<file path="config.mk">
export PLATFORM = sky130hd
export DESIGN_NAME = disp_scaler
export DESIGN_NICKNAME = d
export VERILOG_FILES = /design/src/rtl/disp_scaler.sv
export SDC_FILE = /design/constraint.sdc
export NUM_CORES = 1
export LEC_CHECK = 0
export ABC_AREA = 1
export CORE_AREA = 2 2 99 101
export CTS_BUF_LIST = sky130_fd_sc_hd__clkbuf_8
export DETAILED_ROUTE_END_ITERATION = 16
export DIE_AREA = 0 0 101 103
export PLACE_DENSITY = 0.65
export SLEW_MARGIN = 20
export SYNTH_ARGS = -nofsm -noshare
export SYNTH_HDL_FRONTEND = slang
export SYNTH_SLANG_ARGS = --single-unit
</file>
<file path="constraint.sdc">
create_clock -name clk -period 1.6 [get_ports clk]
set_clock_uncertainty 0.05 [all_clocks]
set_input_delay 0.16 -clock clk [delete_from_list [all_inputs] [get_ports clk]]
set_output_delay 0.16 -clock clk [all_outputs]
set_load 0.01 [all_outputs]
</file>
<file path="src/rtl/disp_scaler.sv">
// Binary-to-BCD frequency display scaler: converts a binary Hz count with
// serial double-dabble, then picks a 4-digit Hz or kHz view with a decimal point.
module disp_scaler #(
  parameter int CNT_W = 20
) (
  input  logic             clk,
  input  logic             reset,
  input  logic             start,
  input  logic [CNT_W-1:0] count,
  output logic [4:0]       dig3,
  output logic [4:0]       dig2,
  output logic [4:0]       dig1,
  output logic [4:0]       dig0,
  output logic             khz,
  output logic             busy,
  output logic             done
);

  typedef enum logic [1:0] {IDLE, SHIFT, SCALE} state_t;

  state_t               state_q, state_d;
  logic [CNT_W-1:0]     bin_q, bin_d;
  logic [27:0]          bcd_q, bcd_d;
  logic [4:0]           cnt_q, cnt_d;
  logic [19:0]          digs_q, digs_d;
  logic                 khz_q, khz_d;
  logic                 busy_q, busy_d;
  logic                 done_q, done_d;

  logic [27:0]          bcd_adj;
  logic [27+CNT_W:0]    shifted;
  logic [19:0]          scaled_digs;
  logic                 scaled_khz;

  // One double-dabble step: correct every nibble >= 5, then shift {bcd,bin}.
  always_comb begin
    bcd_adj = bcd_q;
    for (int k = 0; k < 7; k++) begin
      if (bcd_q[4*k +: 4] >= 4'd5) begin
        bcd_adj[4*k +: 4] = bcd_q[4*k +: 4] + 4'd3;
      end
    end
    shifted = {bcd_adj, bin_q} << 1;
  end

  // Window the four most significant digits; the dot marks the kHz units digit.
  always_comb begin
    scaled_khz  = 1'b1;
    scaled_digs = {1'b0, bcd_q[15:12], 1'b0, bcd_q[11:8],
                   1'b0, bcd_q[7:4],   1'b0, bcd_q[3:0]};
    if (bcd_q[27:24] != 4'd0) begin
      scaled_digs = {1'b0, bcd_q[27:24], 1'b0, bcd_q[23:20],
                     1'b0, bcd_q[19:16], 1'b1, bcd_q[15:12]};
    end else if (bcd_q[23:20] != 4'd0) begin
      scaled_digs = {1'b0, bcd_q[23:20], 1'b0, bcd_q[19:16],
                     1'b1, bcd_q[15:12], 1'b0, bcd_q[11:8]};
    end else if (bcd_q[19:16] != 4'd0) begin
      scaled_digs = {1'b0, bcd_q[19:16], 1'b1, bcd_q[15:12],
                     1'b0, bcd_q[11:8],  1'b0, bcd_q[7:4]};
    end else begin
      scaled_khz = 1'b0;
    end
  end

  always_comb begin
    state_d = state_q;
    bin_d   = bin_q;
    bcd_d   = bcd_q;
    cnt_d   = cnt_q;
    digs_d  = digs_q;
    khz_d   = khz_q;
    busy_d  = busy_q;
    done_d  = 1'b0;
    case (state_q)
      IDLE: begin
        if (start) begin
          bin_d   = count;
          bcd_d   = '0;
          cnt_d   = '0;
          busy_d  = 1'b1;
          state_d = SHIFT;
        end
      end
      SHIFT: begin
        bcd_d = shifted[27+CNT_W:CNT_W];
        bin_d = shifted[CNT_W-1:0];
        cnt_d = cnt_q + 5'd1;
        if (cnt_q == 5'(CNT_W - 1)) begin
          state_d = SCALE;
        end
      end
      SCALE: begin
        // Display registers only ever update here, so partial results never show.
        digs_d  = scaled_digs;
        khz_d   = scaled_khz;
        done_d  = 1'b1;
        busy_d  = 1'b0;
        state_d = IDLE;
      end
      default: state_d = IDLE;
    endcase
  end

  always_ff @(posedge clk) begin
    if (!reset) begin
      state_q <= IDLE;
      bin_q   <= '0;
      bcd_q   <= '0;
      cnt_q   <= '0;
      digs_q  <= '0;
      khz_q   <= 1'b0;
      busy_q  <= 1'b0;
      done_q  <= 1'b0;
    end else begin
      state_q <= state_d;
      bin_q   <= bin_d;
      bcd_q   <= bcd_d;
      cnt_q   <= cnt_d;
      digs_q  <= digs_d;
      khz_q   <= khz_d;
      busy_q  <= busy_d;
      done_q  <= done_d;
    end
  end

  assign dig3 = digs_q[19:15];
  assign dig2 = digs_q[14:10];
  assign dig1 = digs_q[9:5];
  assign dig0 = digs_q[4:0];
  assign khz  = khz_q;
  assign busy = busy_q;
  assign done = done_q;

endmodule
</file>
==> metrics, run 1 <==
CP Launch Type=register; hold crit path type=input pin to register; Clk Latency, worst-skew pair=0.36 ns; Vias/cell=5.299; Gate Count Post-Synth=588; total gr overflow=0; CTS Buf Count=9; Yosys cell types=24; post-place setup slack=-0.1703 ns; clk root buf=clkbuf_8; final setup fails=0; number of port buffers=44; DRT antenna net count=0; hold_sp=count[0]; # fillers=958; fraction of layout cells with a size suffix above 1=0.1179; top_reg_cell synth=dfxtp_1; kind of critical path=register to register; synthesis-to-finish area growth=22.22%; clock sinks=77; period utilisation layout=0.9508; first-pass GRT wire length=16350 um; worst-path cell chain=inv_2 -> ha_2 -> inv_1 -> nor2_2 -> nand2_2 -> buf_12 -> buf_4 -> a21oi_2 -> nand2_1 -> nand2_1; Setup TNS=0 ns; Top cell by count, worst path=nand2_1; syn_nets=626; Yosys reg bits=77; Rows=36; CP max-delay cell=dfxtp_2; asr flop ratio synth=0; Net count, final=687; Crit path arrival time=1.78 ns; vias in the first global route=3638; Die Ht=103 um; initial core utilization=0.4323; Clock transition at path regs=0.08 ns; Synth area leader=dfxtp_1; sequential share of the synthesized area=0.3770; Final Hold Viols=0; LEAKAGE=2.110 nW; synth top area cells=dfxtp_1, nand2_1, a21oi_1; hold bufs inserted after CTS=0; Synth warnings=0; average size of a mapped cell=6.954 um^2; status=finished, final reports clean; drc violations=0; Core ar.=9459 um^2; final worst path period need=1.521 ns; critical path endpoint category=register; CP max FO=24; dpl hpwl=7043 um; Slowest Stage Delay on Critical Path=0.33 ns; Fmax=657.3 MHz; Global Route Usage Sum=0.1975; vias=4064; internal reg-to-reg setup slack=0.08 ns; H-tree Lvls=3; worst hold slack=0.3264 ns; DR WL/cell=13.70 um; max-cap violations=0; io pins=46; largest net degree at the start of global routing=52; clock buffer depth=2; die width=101 um; PwrDens=739.9 nW/um^2; Crit. Startpoint=bcd_q[24]$_SDFFE_PN0P_; Post-Synthesis Cell Area=4089 um^2; Pre-antenna DRT Iters=5; EDFF count, synth=0; antenna violations before repair=0; initial drt markers=232; R2R Path Start=bcd_q[24]$_SDFFE_PN0P_; peak supply drop=0.3933 mV; full die area=10400 um^2; Final WS setup=0.07873 ns; Slew Limit Fails=0; TritonCTS clock tree=yes; ant diodes=0; Synth top area share=0.3770; drt total wl=10510 um; WP data required=1.86 ns; RD Place Congestion=0.8986
## final timing paths
path,endpoint,cells after the start
worst max-delay path,digs_q[1]$_SDFFE_PN0P_,10
worst min-delay path,bin_q[0]$_SDFFE_PN0P_,3
worst max register to register,digs_q[1]$_SDFFE_PN0P_,10
worst min register to register,digs_q[16]$_SDFFE_PN0P_,2
## logic make-up (layout without fill, tap and decap cells)
kind of cell	count (synthesis)	in the layout	share of synthesized area
AOI/OAI and AO/OA	118	118	0.1637
adders and majority gates	15	15	0.04590
buffers and inverters	80	143	0.09119
DFF	77	77	0.3770
other	1	1	0.0009171
and+or+nand+nor	297	299	0.3213
## where the power goes
group,total [mW],switching [mW],internal [mW]
clock,1.28,0.701,0.576
combinational,0.421,0.266,0.155
sequential,2.00,0.0287,1.97
total,3.70,0.996,2.70
## through the flow
stage / total power [mW] / utilization / instances / area (um^2)
6_report: 3.698 / 0.5283 / 767 / 4997
5_1_grt: 3.838 / 0.5283 / 767 / 4997
4_1_cts: 3.693 / 0.5201 / 764 / 4920
3_5_place_dp: 2.434 / 0.5033 / 749 / 4761
3_3_place_gp: 2.428 / 0.5033 / 749 / 4761
2_1_floorplan: 2.318 / - / 588 / 4089
## cell usage after synthesis, types with 2 or more instances
master and count:
nand2_2 3, nand3_1 64, a21oi_1 70, ha_1 15, a211oi_2 5, inv_1 46, inv_2 7, a22oi_1 6
buf_2 13, dfxtp_1 77, o21ai_0 22, nand2_1 181, nand4_1 17, nor2_4 2, buf_6 6, nor2_1 26
clkbuf_1 5, a31oi_1 9, o211ai_1 6, nor2_8 2, buf_4 3
## registers in the layout, indices dropped and copies added, names as in the netlist
| register | cells |
|---|---|
| state_q | 2 |
| bin_q | 20 |
| khz | 1 |
| cnt_q | 5 |
| busy | 1 |
| digs_q | 19 |
| bcd_q | 28 |
| done | 1 |
## area by class of cell
class	instances	area [um^2]	share of cell area
inverter	53	198.9	0.03981
sequential	77	1544	0.3090
multi-input combinational	433	2238	0.4479
clock inverter	5	21.27	0.004256
clock buffer	10	137.6	0.02754
timing repair buffer	75	714.4	0.1430
tap	114	142.6	0.02854
## critical path, delay by kind of cell, from the launching register on
family | cells | cell delay (ns)
buffers and inverters | 4 | 0.44
AO/OA/AOI/OAI | 1 | 0.13
flip-flops | 1 | 0.33
adder cells (fa/ha/maj) | 1 | 0.17
AND/OR/NAND/NOR | 4 | 0.35
## timing repair
action,4_1_cts,5_1_grt
hold endpoints to repair,0,0
setup buffers,0,1
endpoints found under the setup margin,0,65
resized for setup,0,15
## cells in the final DEF (no fill, tap or decap)
master             n
inv_1             47
buf_12             3
nand2_4            1
nand4_1           17
ha_4               2
dfxtp_2            2
buf_6              1
clkinv_2           2
nand2_1          181
o21ai_0           22
nand3_1           64
nand2_2            3
conb_1             1
dfxtp_1           75
nor2_8             2
a21oi_1           67
a31oi_1            9
a211oi_2           5
nor2_1            25
nand3_4            1
buf_4             27
a22oi_1            6
clkdlybuf4s50_1   44
nor2_2             1
ha_2               1
nor2_4             4
a21oi_2            3
clkbuf_8          10
o211ai_1           6
ha_1              12
inv_2              9
## layer usage
layer	vias up	part of all wire	wire, um	global-route usage
met1	1840	0.47	4953	0.2543
met4	0	0.018	184	0.08628
met3	16	0.053	552	0.04000
li1	2082	-	-	-
met5	-	0	0	0
met2	126	0.46	4815	0.3226
Power figures use the tool's default switching activity.
==> run 2: changes to the inputs <==
--- a/config.mk
+++ b/config.mk
@@ -6,6 +6,7 @@
 export NUM_CORES = 1
 export LEC_CHECK = 0
 export ABC_AREA = 1
+export CAP_MARGIN = 25
 export CORE_AREA = 2 2 99 101
 export CTS_BUF_LIST = sky130_fd_sc_hd__clkbuf_8
 export DETAILED_ROUTE_END_ITERATION = 16
@@ -15,3 +16,4 @@
 export SYNTH_ARGS = -nofsm -noshare
 export SYNTH_HDL_FRONTEND = slang
 export SYNTH_SLANG_ARGS = --single-unit
+export TNS_END_PERCENT = 50
==> run 2 against run 1 <==
  * Count of clock-buffer cells in the layout unchanged
  * Setup slack lost 0.12 ns
  * Wire length grew 0.47%
  * Flip-flop and latch count unchanged
  * Maximum frequency down 7.1%
  * Combinational power decreased by 2%
  * Global-route usage stayed put
  * Critical path depth down 3
  * First-iteration DRC count down 6.9%
  * Via count is 0.64% lower
  * The run now ends with negative setup slack left
  * Sequential power hardly changed
==> metrics, run 2 (synthesis results as in run 1) <==
status=complete, but fails checks; failing checks=negative setup slack; Switch Pwr=0.9941 mW (-0.18%); total gr overflow=0 (unchanged); Final WS setup=-0.03762 ns (-0.1163 ns); Slowest Stage Delay on Critical Path=0.45 ns (+0.12 ns); DR WL/cell=13.78 um (+0.60%); placed insts=749 (unchanged); Slew Limit Fails=0 (unchanged); critical path endpoint category=register; delay-heaviest family, CP=buffers and inverters; most common cell after layout, fill and taps aside=nand2_1; commonest cells after routing, fill and taps aside=nand2_1, dfxtp_1, a21oi_1; largest net degree at the start of global routing=52 (unchanged); Die Ht=103 um (unchanged); Fmax=610.6 MHz (-7.1%); max-cap violations=0 (unchanged); post-place setup slack=-0.1703 ns (unchanged); period utilisation layout=1.024 (+0.07272); clock share of power=0.346 (about the same); antenna violations before repair=0 (unchanged); initial drt markers=216 (-6.9%); die width=101 um (unchanged); drc violations=0 (unchanged); Comb power frac=0.112 (-0.002); hold crit path type=input pin to register; full die area=10400 um^2 (unchanged); Crit path arrival time=1.84 ns (+0.06 ns); Clock transition at path regs=0.08 ns (about the same); CP max-delay cell=buf_4; sequential share of power=0.542 (about the same); vias=4038 (-0.64%); H-tree Lvls=3 (unchanged); Vias/cell=5.272 (-0.51%); vias in the first global route=3638 (unchanged); peak supply drop=0.3936 mV (about the same); Pre-antenna DRT Iters=5 (unchanged); relative slew slack=0.5024; initial core utilization=0.4323 (unchanged); clock sinks=77 (unchanged); Buf/Inv on CP=3 (-1); final worst path period need=1.638 ns (+0.1163 ns); Core ar.=9459 um^2 (unchanged); dpl hpwl=7043 um (unchanged); number of flip-flops in the largest register=28 (unchanged); clk root buf=clkbuf_8; CTS Buf Count=9 (unchanged); switching fraction of total power=0.2692 (about the same); DRT antenna net count=0 (unchanged); final setup fails=8 (+8); Slew @ Worst Pin=0.7457 ns; RSZ-0062 raised after global routing=true; RD Place Congestion=0.8986 (unchanged); first-pass GRT wire length=16350 um (unchanged); WP data required=1.81 ns (-0.05 ns); number of port buffers=44 (unchanged); Final Hold Viols=0 (unchanged); fin cells=766 (-0.13%); cell-internal power=2.699 mW (-0.12%); Global Route Usage Sum=0.1975 (unchanged); PwrDens=741.9 nW/um^2 (+0.27%); Top cell by count, worst path=inv_2; Net count, final=686 (-0.15%); drt total wl=10550 um (+0.47%); ant diodes=0 (unchanged); synthesis-to-finish area growth=21.73%; Top Registers=bcd_q (28), bin_q (20), digs_q (19); clock buffer depth=2 (unchanged); kind of critical path=register to register; LEAKAGE=2.101 nW (-0.41%); CP max FO=43 (+79%); Pwr Total=3.693 mW (-0.13%); Rows=36 (unchanged); CP Launch Type=register; TritonCTS clock tree=yes; worst-path cell chain=inv_2 -> nand2_2 -> inv_2 -> buf_4 -> nand2_1 -> o21ai_0 -> a21oi_1; Top reg by flops=bcd_q; io pins=46 (unchanged); fraction of layout cells with a size suffix above 1=0.1135 (-0.004420); Clk Latency, worst-skew pair=0.36 ns (about the same); # fillers=957 (-0.10%)
-- run 2: cell types whose count changed in the layout (fill, tap and decap cells not counted), sizes merged --
cell	delta
buf	-1
-- run 2: layer usage --
layer  global-route usage  up-vias  wire length [um]
li1                     -     2083                 -
met1               0.2543     1804              4929
met2               0.3226      132              4846
met3              0.04000       19               540
met4              0.08628        0               236
met5                    0        -                 0
-- run 2: per-stage QoR --
| stage | cell area [um^2] | utilization | TNS (ns) | hold WS [ns] |
|---|---|---|---|---|
| 6_report | 4977 | 0.5262 | -0.1706 | 0.3208 |
| 5_1_grt | 4977 | 0.5262 | -1.892 | 0.3440 |
| 4_1_cts | 4920 | 0.5201 | 0 | 0.3229 |
| 3_5_place_dp | 4761 | 0.5033 | -6.922 | 0.3897 |
| 3_3_place_gp | 4761 | 0.5033 | -5.786 | 0.3872 |
| 2_1_floorplan | 4089 | - | 0 | 0.2547 |
-- run 2: power groups by stage --
stage | Combinational [mW] | Sequential (mW) | Clock, mW
after floorplan | 0.278 | 2.04 | 0
after global placement | 0.384 | 2.04 | 0
after detailed placement | 0.390 | 2.04 | 0
after CTS | 0.391 | 2.00 | 1.30
after global routing | 0.456 | 2.01 | 1.37
final | 0.414 | 2.00 | 1.28
-- run 2: tightest hold or removal path: cells and delay by family --
kind / cells / cell delay, ns
simple gates: 1 / 0.07
buf+inv: 1 / 0.40
compound gates: 1 / 0.06
-- run 2: final timing paths --
kind              slack, ns                     from                       to  cells past startpoint
setup / recovery      -0.04  state_q[1]$_SDFFE_PN0P_    cnt_q[4]$_SDFFE_PN0P_                      7
hold / removal         0.32                 count[0]    bin_q[0]$_SDFFE_PN0P_                      3
setup reg to reg      -0.04  state_q[1]$_SDFFE_PN0P_    cnt_q[4]$_SDFFE_PN0P_                      7
hold reg to reg        0.40  digs_q[16]$_SDFFE_PN0P_  digs_q[16]$_SDFFE_PN0P_                      2
-- run 2: area by class of cell --
type / count / area, um^2 / share of cell area
Inverter: 53 / 198.9 / 0.03997
Sequential cell: 77 / 1541 / 0.3097
Clock buffer: 10 / 137.6 / 0.02765
Tap cell: 114 / 142.6 / 0.02866
Clock inverter: 5 / 21.27 / 0.004274
Multi-Input combinational cell: 433 / 2232 / 0.4485
Timing Repair Buffer: 74 / 703.2 / 0.1413
-- run 2: repair_timing --
action / 4_1_cts / 5_1_grt
hold buffers: 0 / 0
setup buffers: 0 / 0
hold endpoints to repair: 0 / 0
resized for setup: 0 / 11
endpoints found under the setup margin: 0 / 65
==> run 3: changes to the inputs <==
==> constraint.sdc (replaced) <==
create_clock -name clk -period 1.9 [get_ports clk]
set_clock_uncertainty 0.05 [all_clocks]
set_input_delay 0.19 -clock clk [delete_from_list [all_inputs] [get_ports clk]]
set_output_delay 0.19 -clock clk [all_outputs]
set_load 0.01 [all_outputs]
==> run 3 against run 2 <==
  * The flow now finishes without violations
  * Total power down 6.3%
  * Core utilization down 0.81 points
  * Flip-flop and latch count unchanged
  * Global-route usage up 0.43 points
  * Register-to-register slack better by 0.22 ns
  * Sequential share of layout area up 0.48 points
  * Largest cell class unchanged
==> metrics, run 3 (synthesis results as in run 1) <==
Net count, final=672 (-2.0%); CP Launch Type=register; placed cell area=4663 um^2 (-2.1%); Slowest Stage Delay on Critical Path=0.38 ns (-0.07 ns); CP max-delay cell=dfxtp_1; clock sinks=77 (unchanged); Switch Pwr=0.8775 mW (-12%); R2R Path Start=bcd_q[17]$_SDFFE_PN0P_; RSZ-0062 raised after global routing=false; fraction of layout cells with a size suffix above 1=0.08764 (-0.02586); ant diodes=0 (unchanged); LEAKAGE=2.055 nW (-2.2%); hold crit path type=input pin to register; die width=101 um (unchanged); clock share of power=0.409 (+0.063); full die area=10400 um^2 (unchanged); number of port buffers=44 (unchanged); period utilisation layout=0.9044 (-0.1191); io pins=46 (unchanged); Top reg by flops=bcd_q; hold_sp=count[0]; final worst path period need=1.718 ns (+0.08073 ns); kind of critical path=register to register; cell-internal power=2.584 mW (-4.2%); CP max FO=16 (-63%); Fmax=582.0 MHz (-4.7%); CTS Buf Count=9 (unchanged); Pre-antenna DRT Iters=5 (unchanged); peak supply drop=0.3346 mV (-15%); Crit. Startpoint=bcd_q[17]$_SDFFE_PN0P_; Core ar.=9459 um^2 (unchanged); placed insts=736 (-1.7%); clk root buf=clkbuf_8; synthesis-to-finish area growth=19.86%; switching fraction of total power=0.2535 (-0.01573); drt total wl=10450 um (-0.99%); Vias/cell=5.365 (+1.8%); vias in the first global route=3558 (-2.2%); Die Ht=103 um (unchanged); drc violations=0 (unchanged); antenna violations before repair=0 (unchanged); initial drt markers=196 (-9.3%); status=finished, final reports clean; Comb power frac=0.104 (-0.008); TritonCTS clock tree=yes; clock buffer depth=2 (unchanged); critical path endpoint category=register; Crit path arrival time=1.97 ns (+0.13 ns); Clk Latency, worst-skew pair=0.36 ns (about the same); Setup TNS=0 ns (+0.1706 ns); total gr overflow=0 (unchanged); RD Place Congestion=0.8516 (-5.2%); commonest cells after routing, fill and taps aside=nand2_1, dfxtp_1, a21oi_1; design area=4901 um^2 (-1.5%); Slew Limit Fails=0 (unchanged); WP data required=2.15 ns (+0.34 ns); DR WL/cell=13.88 um (+0.72%); most common cell after layout, fill and taps aside=nand2_1; Rows=36 (unchanged); Final Hold Viols=0 (unchanged); vias=4040 (+0.050%); Top Registers=bcd_q (28), bin_q (20), digs_q (19); PwrDens=706.3 nW/um^2 (-4.8%); final setup fails=0 (-8); worst-path cell chain=inv_1 -> ha_1 -> nand3_4 -> nor2_8 -> nand2_1 -> nor2_1 -> nor2_1 -> nor2_1; fin cells=753 (-1.7%); initial core utilization=0.4323 (unchanged); H-tree Lvls=3 (unchanged); Clock transition at path regs=0.09 ns (about the same); Global Route Usage Sum=0.2019 (+0.004338); first-pass GRT wire length=16680 um (+2.1%); max-cap violations=0 (unchanged); sequential share of power=0.487 (-0.055); Setup Buffers After CTS=0 (unchanged); DRT antenna net count=0 (unchanged); Top cell by count, worst path=nor2_1; dpl hpwl=7290 um (+3.5%); number of flip-flops in the largest register=28 (unchanged); largest net degree at the start of global routing=35 (-33%)
## run 3: through the flow
stage	hold slack, ns	worst slack [ns]	total power [mW]	util
final	0.3439	0.1817	3.462	0.5181
after global routing	0.3410	0.02289	3.608	0.5181
after CTS	0.3424	0.1472	3.491	0.5167
after detailed placement	0.3917	0.1709	2.085	0.4930
after global placement	0.3895	0.2351	2.079	0.4930
after floorplan	0.2847	0.4255	1.952	-
## run 3: area by class of cell
type                    count  area [um^2]
clock buffers              10        137.6
clock inverters             6        86.33
fillers                   962         4558
inverters                  53        198.9
multi-input cells         432         2188
flip-flops and latches     77         1541
well taps                 114        142.6
repair buffers             61        605.6
## run 3: power groups by stage
stage          registers [mW]  logic [mW]  clock network [mW]
2_1_floorplan            1.72       0.234                   0
3_3_place_gp             1.72       0.357                   0
3_5_place_dp             1.72       0.361                   0
4_1_cts                  1.69       0.362                1.44
5_1_grt                  1.69       0.396                1.52
6_report                 1.69       0.360                1.42
## run 3: layer usage
layer	global-route usage	up-vias	wire, um
met5	0	-	0
met4	0.08004	0	214
met3	0.03797	23	482
met2	0.3333	93	4924
met1	0.2618	1870	4830
li1	-	2054	-
## run 3: critical path: cells and delay by family (launching register included)
family | cells | cell delay [ns]
simple gates | 6 | 0.78
flops | 1 | 0.38
fa+ha+maj | 1 | 0.29
buf+inv | 1 | 0.15
## run 3: worst paths after layout
check,end,slack (ns),cells after the start
setup / recovery,digs_q[17]$_SDFFE_PN0P_,0.18,8
hold / removal,bin_q[0]$_SDFFE_PN0P_,0.34,3
setup reg to reg,digs_q[17]$_SDFFE_PN0P_,0.18,8
hold reg to reg,digs_q[0]$_SDFFE_PN0P_,0.41,2
## run 3: repair_timing
item	in CTS	in global routing
hold buffers	0	0
resized for setup	0	2
endpoints found under the setup margin	0	14
